===== config.mk =====
export PLATFORM = sky130hd
export DESIGN_NAME = pipeline_perf_monitor
export DESIGN_NICKNAME = d
export VERILOG_FILES = /design/src/rtl/pipeline_perf_monitor.sv
export SDC_FILE = /design/constraint.sdc
export NUM_CORES = 1
export LEC_CHECK = 0
export ABC_CLOCK_PERIOD_IN_PS = 11100
export BUFFER_PORTS_ARGS = -buffer_cell sky130_fd_sc_hd__buf_2
export CAP_MARGIN = 20
export CORE_UTILIZATION = 38
export CTS_BUF_LIST = sky130_fd_sc_hd__clkbuf_8 sky130_fd_sc_hd__clkbuf_16
export DETAILED_ROUTE_END_ITERATION = 10
export GPL_TIMING_DRIVEN = 0
export PLACE_DENSITY = 0.53
export REMOVE_ABC_BUFFERS = 1
export SYNTH_ARGS = -nofsm -noshare
export SYNTH_HDL_FRONTEND = slang
export SYNTH_SLANG_ARGS = --single-unit

===== constraint.sdc =====
create_clock -name clk_i -period 11.1 [get_ports clk_i]
set_input_delay 1.665 -clock clk_i [delete_from_list [all_inputs] [get_ports clk_i]]
set_output_delay 1.665 -clock clk_i [all_outputs]
set_load 0.05 [all_outputs]

===== src/rtl/pipeline_perf_monitor.sv =====
// Performance monitor for the 5-stage pipeline: counts cycles, stalls, flushes and
// retired instructions, stops after a cycle budget, and serves counters over a read port.
module pipeline_perf_monitor #(
    parameter int CNT_W      = 32,
    parameter int MAX_CYCLES = 30
) (
    input  logic             clk_i,
    input  logic             rst_i,
    input  logic             start_i,
    input  logic             clear_i,
    input  logic             hazard_stall_i,
    input  logic             jump_i,
    input  logic             branch_i,
    input  logic             flush_hazard_i,
    input  logic             flush_ifid_i,
    input  logic             retire_i,
    input  logic             rd_req_i,
    input  logic [1:0]       rd_sel_i,
    output logic             rd_ack_o,
    output logic [CNT_W-1:0] rd_data_o,
    output logic             running_o,
    output logic             done_o
);

    typedef enum logic [1:0] {
        IDLE = 2'd0,
        RUN  = 2'd1,
        DONE = 2'd2
    } state_t;

    localparam logic [CNT_W-1:0] ONE      = CNT_W'(1);
    localparam logic [CNT_W-1:0] ALL_ONES = {CNT_W{1'b1}};
    localparam logic [CNT_W-1:0] LAST_CYC = CNT_W'((MAX_CYCLES == 0) ? 0 : MAX_CYCLES - 1);

    state_t           state;
    state_t           next_state;
    logic [CNT_W-1:0] cyc_cnt;
    logic [CNT_W-1:0] stall_cnt;
    logic [CNT_W-1:0] flush_cnt;
    logic [CNT_W-1:0] ret_cnt;
    logic [CNT_W-1:0] sel_value;
    logic             stall_ev;
    logic             flush_ev;
    logic             count_en;
    logic             last_cycle;

    // Saturating increment: counters stick at all-ones instead of wrapping.
    function automatic logic [CNT_W-1:0] sat_inc(input logic [CNT_W-1:0] v, input logic en);
        if (en && (v != ALL_ONES)) begin
            return v + ONE;
        end
        return v;
    endfunction

    // A stall that coincides with a jump/branch decode is a control bubble, not a data stall.
    assign stall_ev   = hazard_stall_i & ~jump_i & ~branch_i;
    assign flush_ev   = flush_hazard_i | flush_ifid_i;
    assign count_en   = (state == RUN) && start_i && !clear_i;
    assign last_cycle = (MAX_CYCLES != 0) && (cyc_cnt == LAST_CYC);

    always_comb begin
        next_state = state;
        case (state)
            IDLE:    if (start_i) next_state = RUN;
            RUN:     if (count_en && last_cycle) next_state = DONE;
            DONE:    next_state = DONE;
            default: next_state = IDLE;
        endcase
        if (clear_i) next_state = IDLE;
    end

    always_comb begin
        sel_value = cyc_cnt;
        case (rd_sel_i)
            2'd0: sel_value = cyc_cnt;
            2'd1: sel_value = stall_cnt;
            2'd2: sel_value = flush_cnt;
            2'd3: sel_value = ret_cnt;
            default: sel_value = cyc_cnt;
        endcase
    end

    always_ff @(posedge clk_i or posedge rst_i) begin
        if (rst_i) begin
            state <= IDLE;
        end else begin
            state <= next_state;
        end
    end

    always_ff @(posedge clk_i or posedge rst_i) begin
        if (rst_i) begin
            cyc_cnt   <= '0;
            stall_cnt <= '0;
            flush_cnt <= '0;
            ret_cnt   <= '0;
        end else if (clear_i) begin
            cyc_cnt   <= '0;
            stall_cnt <= '0;
            flush_cnt <= '0;
            ret_cnt   <= '0;
        end else if (count_en) begin
            cyc_cnt   <= sat_inc(cyc_cnt, 1'b1);
            stall_cnt <= sat_inc(stall_cnt, stall_ev);
            flush_cnt <= sat_inc(flush_cnt, flush_ev);
            ret_cnt   <= sat_inc(ret_cnt, retire_i);
        end
    end

    // The read snapshot uses the counter values before this edge's update (and before clear).
    always_ff @(posedge clk_i or posedge rst_i) begin
        if (rst_i) begin
            rd_ack_o  <= 1'b0;
            rd_data_o <= '0;
        end else begin
            rd_ack_o <= rd_req_i;
            if (rd_req_i) begin
                rd_data_o <= sel_value;
            end
        end
    end

    assign running_o = (state == RUN);
    assign done_o    = (state == DONE);

endmodule


==> metrics.txt, run 1 <==
status finished clean; Fin. Hold Viols 0; register area 0.00408 sq mm; Seq/Total Area, Yosys 43.2%; logic gate share of total power 9.7%; Pre-Repair DR Iteration Count 5; reg2reg end ret_cnt[31]; hold_buf cts 0; Post-CTS Repair Setup Buffers 0; R2R setup slack about 7.5 ns; EDFF count, synth 0; Total Nets Final slightly below 1000; Max FO, Critical Path 18; Vias/cell ~6.1; hold path depth 1; DRC errors left 0; total gr overflow 0; chip height between 150 and 200 um; clock tree sinks 163; Vias between 7000 and 8000; CTS H-tree depth 4; routability cong. approximately 0.85; fmax 247 MHz; RSZ-0062 raised after global routing no; Die W approximately 160 um; Syn-to-layout area delta 12.9%; hold path start rd_data_o[20]; cts repair resizes 0; Tightest Pin Transition 0.969 ns; # diodes 0; drt wl/cell roughly 22 um; Hold Crit Class reg2reg; Min Hold Slack around 0.5 ns; Synth Register Bits 163; Core Area 0.0243 sq mm; Critical Path Sink Type flip-flop; Seq pwr share 44.7%; placed cell areas roughly 0.01 sq mm; Layout Utilization 43.8%; Multi-input gate area between 0.005 and 0.006 sq mm; Sw Ratio about a quarter; post-route cell area roughly 0.011 sq mm; CTS tree built; Pwr Density 129 mW/mm^2; vias in the first global route 7455; Post-synth ARST share 100%; TNS Setup 0 ns; Root Buffer clkbuf_16; fill count between 2000 and 2500; WP data arrival approximately 4.4 ns; Detail Placement HPWL 19400 um; clock skew just under 0.007 ns; global-route wire length before repair approximately 44000 um; Final min period 4.04 ns; Slew Viols, Final 0; clock share of power 45.7%; final WL around 28000 um; Startpoint Class primary input; Longest Clk Path Bufs 2; Worst Hold Endpoint rd_data_o[20]; Initial DRC Count 616; Yosys cell types 70; port bufs 47; max-cap violation count 0; ratio of cells with drive above 1 in the final layout between 10% and 20%; Clk pin slew, worst setup/hold paths ~0.070 ns; Starting Density 38.8%; Mapped Cells between 900 and 1000; initial antenna violation count 0; crit share post-route ~36%; Cell Rows 57; RR Startpoint state[1]; syn_area_per_cell about 10 sq um; worst setup margin approximately 7.1 ns; CTS Buf Count 17; Total GRT Usage between 20% and 30%; Pint about 1.0 mW; Req. time, crit path roughly 11 ns; Die ar. roughly 0.025 sq mm; post-synthesis cell area between 0.009 and 0.01 sq mm; Switch Pwr roughly 0.37 mW; Setup violations, final 0; yosys warns 0; CP Class in2reg; # IOs 48; slew margin rel. a little over a third; R2R cell count 7; Top FF cell, synth dfrtp_1; antenna viol nets, final 0; pin count of the biggest net entering global routing 113; Placement Setup Slack between 6 and 7 ns; Clk Latency, worst-skew pair around 0.44 ns; VDD IR max approximately 0.084 mV; P_leak 4.15 nW
==> layout by cell type (no fill, tap or decap), types with 5 or more instances in the layout <==
master,netlist,layout
nor4_1,18,17
and2_1,7,7
or4_1,39,39
mux2_2,42,42
a21oi_1,79,79
and4_1,16,16
o21a_1,6,6
and3_1,9,9
o21ai_0,37,37
xnor2_1,12,12
inv_1,22,22
clkbuf_16,0,17
o31ai_1,37,35
clkinv_4,0,5
dfrtp_1,163,163
buf_2,8,46
or2_2,8,8
o211ai_1,5,5
nor3_1,13,11
o41ai_1,7,7
nand3_1,49,49
nor2_1,53,53
a211oi_1,7,7
ha_1,8,8
nand4_1,40,40
nand2_1,54,54
mux4_2,31,31
xor2_1,10,10
nor2b_1,14,14
or3_1,40,40
==> Yosys cell counts, drive strengths merged (9+ instances only) <==
master | instances | area share, %
a21oi | 79 | 4.2
and3 | 9 | 0.60
and4 | 16 | 1.5
buf | 15 | 0.82
clkbuf | 35 | 1.5
dfrtp | 163 | 43
inv | 22 | 0.88
mux2 | 42 | 5.0
mux4 | 32 | 7.7
nand2 | 54 | 2.1
nand3 | 49 | 2.6
nand4 | 41 | 2.9
nor2 | 53 | 2.1
nor2b | 14 | 0.93
nor3 | 13 | 0.69
nor4 | 21 | 1.7
o21ai | 37 | 2.0
o31ai | 37 | 2.9
or3 | 40 | 2.7
or4 | 42 | 3.5
xnor2 | 12 | 1.1
xor2 | 10 | 0.93
==> layer usage <==
layer  up-vias  wire length, um  track usage, %  share of wire, %
met5         -                0               0                 0
met4         0              573            7.47               2.0
met3        35             1740            4.66               6.2
met2       216            13000            34.6                46
met1      4000            12800            32.4                46
li1       3675                -               -                 -
==> sequential cells by signal, summed over array words and instances (netlist names) <==
register,cells
state,2
flush_cnt,32
cyc_cnt,32
rd_data_o,32
ret_cnt,32
stall_cnt,32
rd_ack_o,1
==> worst max path at each step <==
| stage | from | to |
|---|---|---|
| floorplan | rst_i | cyc_cnt[0] |
| global placement | rst_i | cyc_cnt[14] |
| detailed placement | start_i | ret_cnt[31] |
| CTS | start_i | ret_cnt[31] |
| global route | start_i | ret_cnt[31] |
| finish | start_i | ret_cnt[31] |
==> power groups by stage <==
stage	logic [mW]	clock network [mW]	registers, mW
floorplan	0.0720	0	0.624
global placement	0.124	0	0.624
global route	0.145	0.664	0.614
finish	0.133	0.626	0.613
CTS	0.134	0.641	0.613
detailed placement	0.133	0	0.624
==> logic make-up after synthesis <==
group / count (synthesis) / synth area share [%]
multiplexers: 76 / 12.9
XOR/XNOR: 22 / 2.04
buffers and inverters: 74 / 3.33
adder cells (fa/ha/maj): 8 / 1.06
AND/OR/NAND/NOR: 385 / 24.1
flip-flops: 163 / 43.2
AO/OA/AOI/OAI: 202 / 13.4
==> critical path, cell delays in order <==
cell       delay (ns)
buf_2            0.22
nand3_1          0.49
nor4_1           0.84
o2111ai_1        0.46
or4_1            0.58
a21oi_1          0.15
==> final cells by class <==
class | count | share of cell area [%]
multi-input combinational | 693 | 47.7
sequential | 163 | 38.3
clock buffer | 19 | 4.25
tap | 324 | 3.80
timing repair buffer | 56 | 3.56
clock inverter | 13 | 1.50
inverter | 23 | 0.881
==> through the flow <==
stage	instances	total power [mW]
floorplan	879	0.696
global placement	1250	0.748
detailed placement	1258	0.757
CTS	1290	1.39
global route	1291	1.42
finish	1291	1.37
Power figures use the tool's default switching activity.
==> inputs of run 2 (changes only) <==
--- a/config.mk
+++ b/config.mk
@@ -5,14 +5,14 @@
 export SDC_FILE = /design/constraint.sdc
 export NUM_CORES = 1
 export LEC_CHECK = 0
-export ABC_CLOCK_PERIOD_IN_PS = 11100
+export ABC_CLOCK_PERIOD_IN_PS = 3670
 export BUFFER_PORTS_ARGS = -buffer_cell sky130_fd_sc_hd__buf_2
 export CAP_MARGIN = 20
 export CORE_UTILIZATION = 38
 export CTS_BUF_LIST = sky130_fd_sc_hd__clkbuf_8 sky130_fd_sc_hd__clkbuf_16
 export DETAILED_ROUTE_END_ITERATION = 10
 export GPL_TIMING_DRIVEN = 0
-export PLACE_DENSITY = 0.53
+export PLACE_DENSITY = 0.55
 export REMOVE_ABC_BUFFERS = 1
 export SYNTH_ARGS = -nofsm -noshare
 export SYNTH_HDL_FRONTEND = slang
==> constraint.sdc (replaced) <==
create_clock -name clk_i -period 3.67 [get_ports clk_i]
set_input_delay 0.5505 -clock clk_i [delete_from_list [all_inputs] [get_ports clk_i]]
set_output_delay 0.5505 -clock clk_i [all_outputs]
set_load 0.05 [all_outputs]
==> run 2 against run 1 <==
Compared with the run above:
- clock power rose to 3.0 times the previous value
- combinational power rose to 3.0 times the previous value
- sequential share of layout area up 0.068 points
- power rose to 3.0 times the previous value
- highest routed layer unchanged
- sequential cell count unchanged
- die area unchanged
- first-iteration DRC count down 0.16%
- wire length down 2.8%
==> metrics.txt, run 2 (synthesized netlist as in run 1, its figures left out) <==
RSZ-0062 raised after global routing no; Clk Latency, worst-skew pair 0.44 ns (about the same); commonest cells after routing, fill and taps aside dfrtp_1, a21oi_1, nand2_1; Initial DRC Count 615 (-0.16%); placed cells 1257 (-0.079%); routability cong. 0.861 (+1.4%); antenna viol nets, final 0 (unchanged); global-route wire length before repair 44300 um (+0.33%); port bufs 47 (unchanged); Pwr Density 386 mW/mm^2 (+200%); Setup violations, final 0 (unchanged); TNS Setup 0 ns (unchanged); crit-path cells inv_1, ha_1, and2_0, nand3_1, a2111o_1, or3_1, a21oi_1; Startpoint Class flip-flop; Req. time, crit path 4.02 ns (-7.44 ns); vias in the first global route 7594 (+1.9%); Core Area 0.0243 sq mm (unchanged); Longest Clk Path Bufs 2 (unchanged); cts repair resizes 0 (unchanged); drt wl/cell 21.1 um (-2.8%); WP buf/inv 1 (unchanged); pin count of the biggest net entering global routing 106 (-6.2%); Slew Viols, Final 0 (unchanged); Die W 160 um (unchanged); Critical Path Sink Type flip-flop; fmax between 300 and 400 MHz; Detail Placement HPWL 19000 um (-2.1%); Die ar. 0.0255 sq mm (unchanged); clock skew 0.00937 ns (+0.00250 ns); max-cap violation count 0 (unchanged); post-route cell area 0.0106 sq mm (-0.18%); Syn-to-layout area delta 12.7%; CTS Buf Count 17 (unchanged); Non-Filler Instances 1291 (unchanged); Starting Density 38.8% (unchanged); slew margin rel. 32.8% (-2.1 points); commonest non-fill, non-tap cell in the layout dfrtp_1; crit-path max cell delay 0.66 ns (-0.18 ns); Final min period approximately 3.3 ns; WP data arrival 3.67 ns (-0.74 ns); crit share post-route 90.5%; global-route met2 utilization 34.6% (unchanged); Root Buffer clkbuf_16; met3 usage 4.09% (-0.57 points); Max FO, Critical Path 12 (-6); CP top delay family simple AND/OR/NAND/NOR gates; hold_buf cts 0 (unchanged); initial antenna violation count 0 (unchanged); Total GRT Usage 22.5% (-0.26 points); CP Class reg2reg; Total Nets Final 975 (unchanged); # diodes 0 (unchanged); CTS H-tree depth 4 (unchanged); Min Hold Slack 0.134 ns (-0.367 ns); Clk pin slew, worst setup/hold paths 0.06 ns (about the same); Cell Rows 57 (unchanged); total gr overflow 0 (unchanged); Post-CTS Repair Setup Buffers 0 (unchanged); busiest grt layer met2; met1 usage 32.0% (-0.35 points); slowest stage cell, crit path a2111o_1; P_leak 4.15 nW (about the same); Pre-Repair DR Iteration Count 5 (unchanged); CTS tree built; Vias/cell 6.11 (-0.47%); Power Total 4.11 mW (+200%); final WL 27300 um (-2.8%); Vias 7889 (-0.47%); # IOs 48 (unchanged); Hold Crit Class in2async; chip height 160 um (unchanged); Tightest Pin Transition 1.01 ns (+0.0375 ns); placed cell areas 0.0100 sq mm (-0.36%); ratio of cells with drive above 1 in the final layout 19.2% (-0.41 points); status finished clean; clock tree sinks 163 (unchanged); DRC errors left 0 (unchanged); Fin. Hold Viols 0 (unchanged); VDD IR max 0.276 mV (+230%)
## run 2: cell count changes in the layout (fill, tap and decap cells not counted), sizes merged
cell	delta
clkinvlp	+1
clkbuf	+1
clkinv	-6
inv	+4
## run 2: power by group
part           switching, mW  internal (mW)  leakage, nW
sequential            0.0335           1.82         2.27
combinational          0.278          0.120         1.57
clock                  0.746           1.11        0.307
## run 2: cell type report
class / instances / area, sq um
tap: 324 / 405
multi-input combinational: 693 / 5080
timing repair buffer: 56 / 373
clock inverter: 12 / 139
sequential: 163 / 4080
clock buffer: 20 / 467
inverter: 23 / 93.8
fill: 2312 / 13700
## run 2: metal layers
layer	vias up	part of all wire (%)
met1	3998	46
met3	31	5.1
met5	-	0
met4	0	1.7
li1	3662	-
met2	198	47
## run 2: worst paths after layout
check,slack [ns],end,cells after the start,start
worst max-delay path,0.35,cyc_cnt[27],7,state[1]
worst min-delay path,0.13,ret_cnt[2],2,rst_i
worst max register to register,0.35,cyc_cnt[27],7,state[1]
worst min register to register,0.50,rd_data_o[0],1,rd_data_o[0]
max in group asynchronous,2.60,stall_cnt[9],3,rst_i
min in group clk_i,0.50,rd_data_o[0],1,rd_data_o[0]
## run 2: worst register-to-register path: cells and delay by family (launching register included)
kind                       cells  cell delay (ns)
buffers and inverters          1             0.11
DFF                            1             0.40
adders and majority gates      1             0.43
AOI/OAI and AO/OA              2             0.82
and+or+nand+nor                3             1.48
## run 2: metrics by stage
step / utilization (%) / setup WS, ns
3_5_place_dp: 41.1 / 0.317
2_1_floorplan: - / -1.29
3_3_place_gp: 40.5 / -3.60
4_1_cts: 43.6 / 0.275
5_1_grt: 43.7 / 0.173
6_report: 43.7 / 0.347
==> inputs of run 3 (changes only) <==
--- a/config.mk
+++ b/config.mk
@@ -8,12 +8,13 @@
 export ABC_CLOCK_PERIOD_IN_PS = 3670
 export BUFFER_PORTS_ARGS = -buffer_cell sky130_fd_sc_hd__buf_2
 export CAP_MARGIN = 20
-export CORE_UTILIZATION = 38
+export CORE_UTILIZATION = 24
 export CTS_BUF_LIST = sky130_fd_sc_hd__clkbuf_8 sky130_fd_sc_hd__clkbuf_16
 export DETAILED_ROUTE_END_ITERATION = 10
 export GPL_TIMING_DRIVEN = 0
-export PLACE_DENSITY = 0.55
+export PLACE_DENSITY = 0.38
 export REMOVE_ABC_BUFFERS = 1
+export SKIP_CTS_REPAIR_TIMING = 1
 export SYNTH_ARGS = -nofsm -noshare
 export SYNTH_HDL_FRONTEND = slang
 export SYNTH_SLANG_ARGS = --single-unit
==> run 3 against run 2 <==
Compared with the run above:
- combinational power increased by 2%
- power increased by 0.13%
- non-clock buffer count increased by 2
- fmax increased by 2.5%
- clock skew increased by 0.00092 ns
- critical path type unchanged
==> metrics.txt, run 3 (synthesized netlist as in run 1, its figures left out) <==
Detail Placement HPWL 22300 um (+17%); Root Buffer clkbuf_16; vias in the first global route 7508 (-1.1%); fill count 4108 (+78%); Clk pin slew, worst setup/hold paths 0.07 ns (about the same); Pint 3.01 mW (-1.4%); DRC errors left 0 (unchanged); total gr overflow 0 (unchanged); CTS Buf Count 17 (unchanged); Multi-input gate area 0.00509 sq mm (+0.20%); crit share post-route 88.3% (-2.2 points); Layout Utilization 28.1% (-16 points); Initial DRC Count 508 (-17%); pin count of the biggest net entering global routing 103 (-2.8%); Sw Ratio 26.8% (+1.1 points); CTS tree built; worst setup margin 0.429 ns (+0.0820 ns); Hold Crit Class in2async; status finished clean; Total GRT Usage 16.0% (-6.5 points); Vias 7770 (-1.5%); Cell Rows 72 (+26%); WP data arrival 3.54 ns (-0.13 ns); antenna viol nets, final 0 (unchanged); clock tree sinks 163 (unchanged); logic gate share of total power 9.9% (+0.2 points); chip height 200 um (+26%); placed cells 1453 (+16%); Critical Path Sink Type flip-flop; CTS H-tree depth 4 (unchanged); placed cell areas 0.0103 sq mm (+2.9%); CP Class reg2reg; drt wl/cell 21.1 um (about the same); clock skew 0.0103 ns (+0.000924 ns); clock share of power 45.2% (about the same); Startpoint Class flip-flop; Starting Density 24.4% (-14 points); Total Nets Final 977 (+0.21%); initial antenna violation count 0 (unchanged); max-cap violation count 0 (unchanged); commonest non-fill, non-tap cell in the layout dfrtp_1; R2R cell count 7 (unchanged); Switch Pwr 1.10 mW (+4.5%); VDD IR max 0.222 mV (-19%); post-route cell area 0.0109 sq mm (+2.4%); port bufs 47 (unchanged); Die W 200 um (+26%); Tightest Pin Transition 0.959 ns (-0.0479 ns); register area 0.00408 sq mm (unchanged); final WL 31400 um (+15%); Syn-to-layout area delta 15.4%; Longest Clk Path Bufs 2 (unchanged); # IOs 48 (unchanged); Setup violations, final 0 (unchanged); slew margin rel. 35.5% (+2.8 points); # diodes 0 (unchanged); Max FO, Critical Path 11 (-1); Seq pwr share 44.9% (-0.2 points); routability cong. 0.810 (-5.9%); commonest cells after routing, fill and taps aside dfrtp_1, a21oi_1, nand2_1; Fin. Hold Viols 0 (unchanged); global-route wire length before repair 49100 um (+11%); Clk Latency, worst-skew pair 0.44 ns (about the same); Non-Filler Instances 1486 (+15%); Core Area 0.0387 sq mm (+59%); RSZ-0062 raised after global routing no; ratio of cells with drive above 1 in the final layout 19.6% (+0.39 points); Slew Viols, Final 0 (unchanged); Placement Setup Slack -0.571 ns (-0.888 ns); Pre-Repair DR Iteration Count 5 (unchanged); Vias/cell 5.23 (-14%); Final min period 3.24 ns (-0.0820 ns); P_leak 4.15 nW (about the same); TNS Setup 0 ns (unchanged); Req. time, crit path 3.97 ns (-0.05 ns); Pwr Density 378 mW/mm^2 (-2.2%); Die ar. 0.0401 sq mm (+58%); fmax 309 MHz (+2.5%)
run 3: final timing paths:
| check | startpoint | end | slack, ns |
|---|---|---|---|
| worst max-delay path | state[1] | flush_cnt[30] | 0.43 |
| worst max register to register | state[1] | flush_cnt[30] | 0.43 |
| min in group clk_i | clear_i | state[1] | 0.46 |
| max in group asynchronous | rst_i | ret_cnt[29] | 2.62 |
| worst min-delay path | rst_i | rd_data_o[2] | 0.15 |
| worst min register to register | rd_data_o[28] | rd_data_o[28] | 0.50 |
run 3: cell type report:
type                            count  area share [%]
Clock buffer                       18            4.03
Clock inverter                     13            1.33
Inverter                           23           0.862
Multi-Input combinational cell    693            46.7
Sequential cell                   163            37.4
Tap cell                          518            5.95
Timing Repair Buffer               58            3.63
run 3: power groups by stage:
stage	Combinational, mW	Clock, mW	Sequential, mW
6_report	0.407	1.86	1.85
5_1_grt	0.452	1.99	1.85
3_3_place_gp	0.389	0	1.88
2_1_floorplan	0.218	0	1.89
4_1_cts	0.418	1.92	1.85
3_5_place_dp	0.416	0	1.88
run 3: per-layer routing:
layer  vias to the layer above  wire length, um  global-route usage, %  part of all wire [%]
met4                         0              710                   5.45                   2.3
met1                      3945            15200                   22.2                    48
met5                         -                0                      0                     0
met2                       125            14700                   25.5                    47
met3                        28              751                   2.29                   2.4
li1                       3672                -                      -                     -
run 3: per-stage QoR:
step / power [mW] / hold WS (ns)
after detailed placement: 2.30 / 0.492
after floorplan: 2.10 / 0.490
after CTS: 4.19 / 0.198
after global placement: 2.27 / 0.486
after global routing: 4.29 / 0.203
final: 4.12 / 0.153
run 3: worst max-delay path, stage by stage, from the launching register on:
cell	delay (ns)
dfrtp_1	0.39
inv_1	0.10
ha_1	0.44
and2_0	0.47
o21ai_0	0.23
or4b_1	0.86
o311ai_0	0.45
o41ai_1	0.15
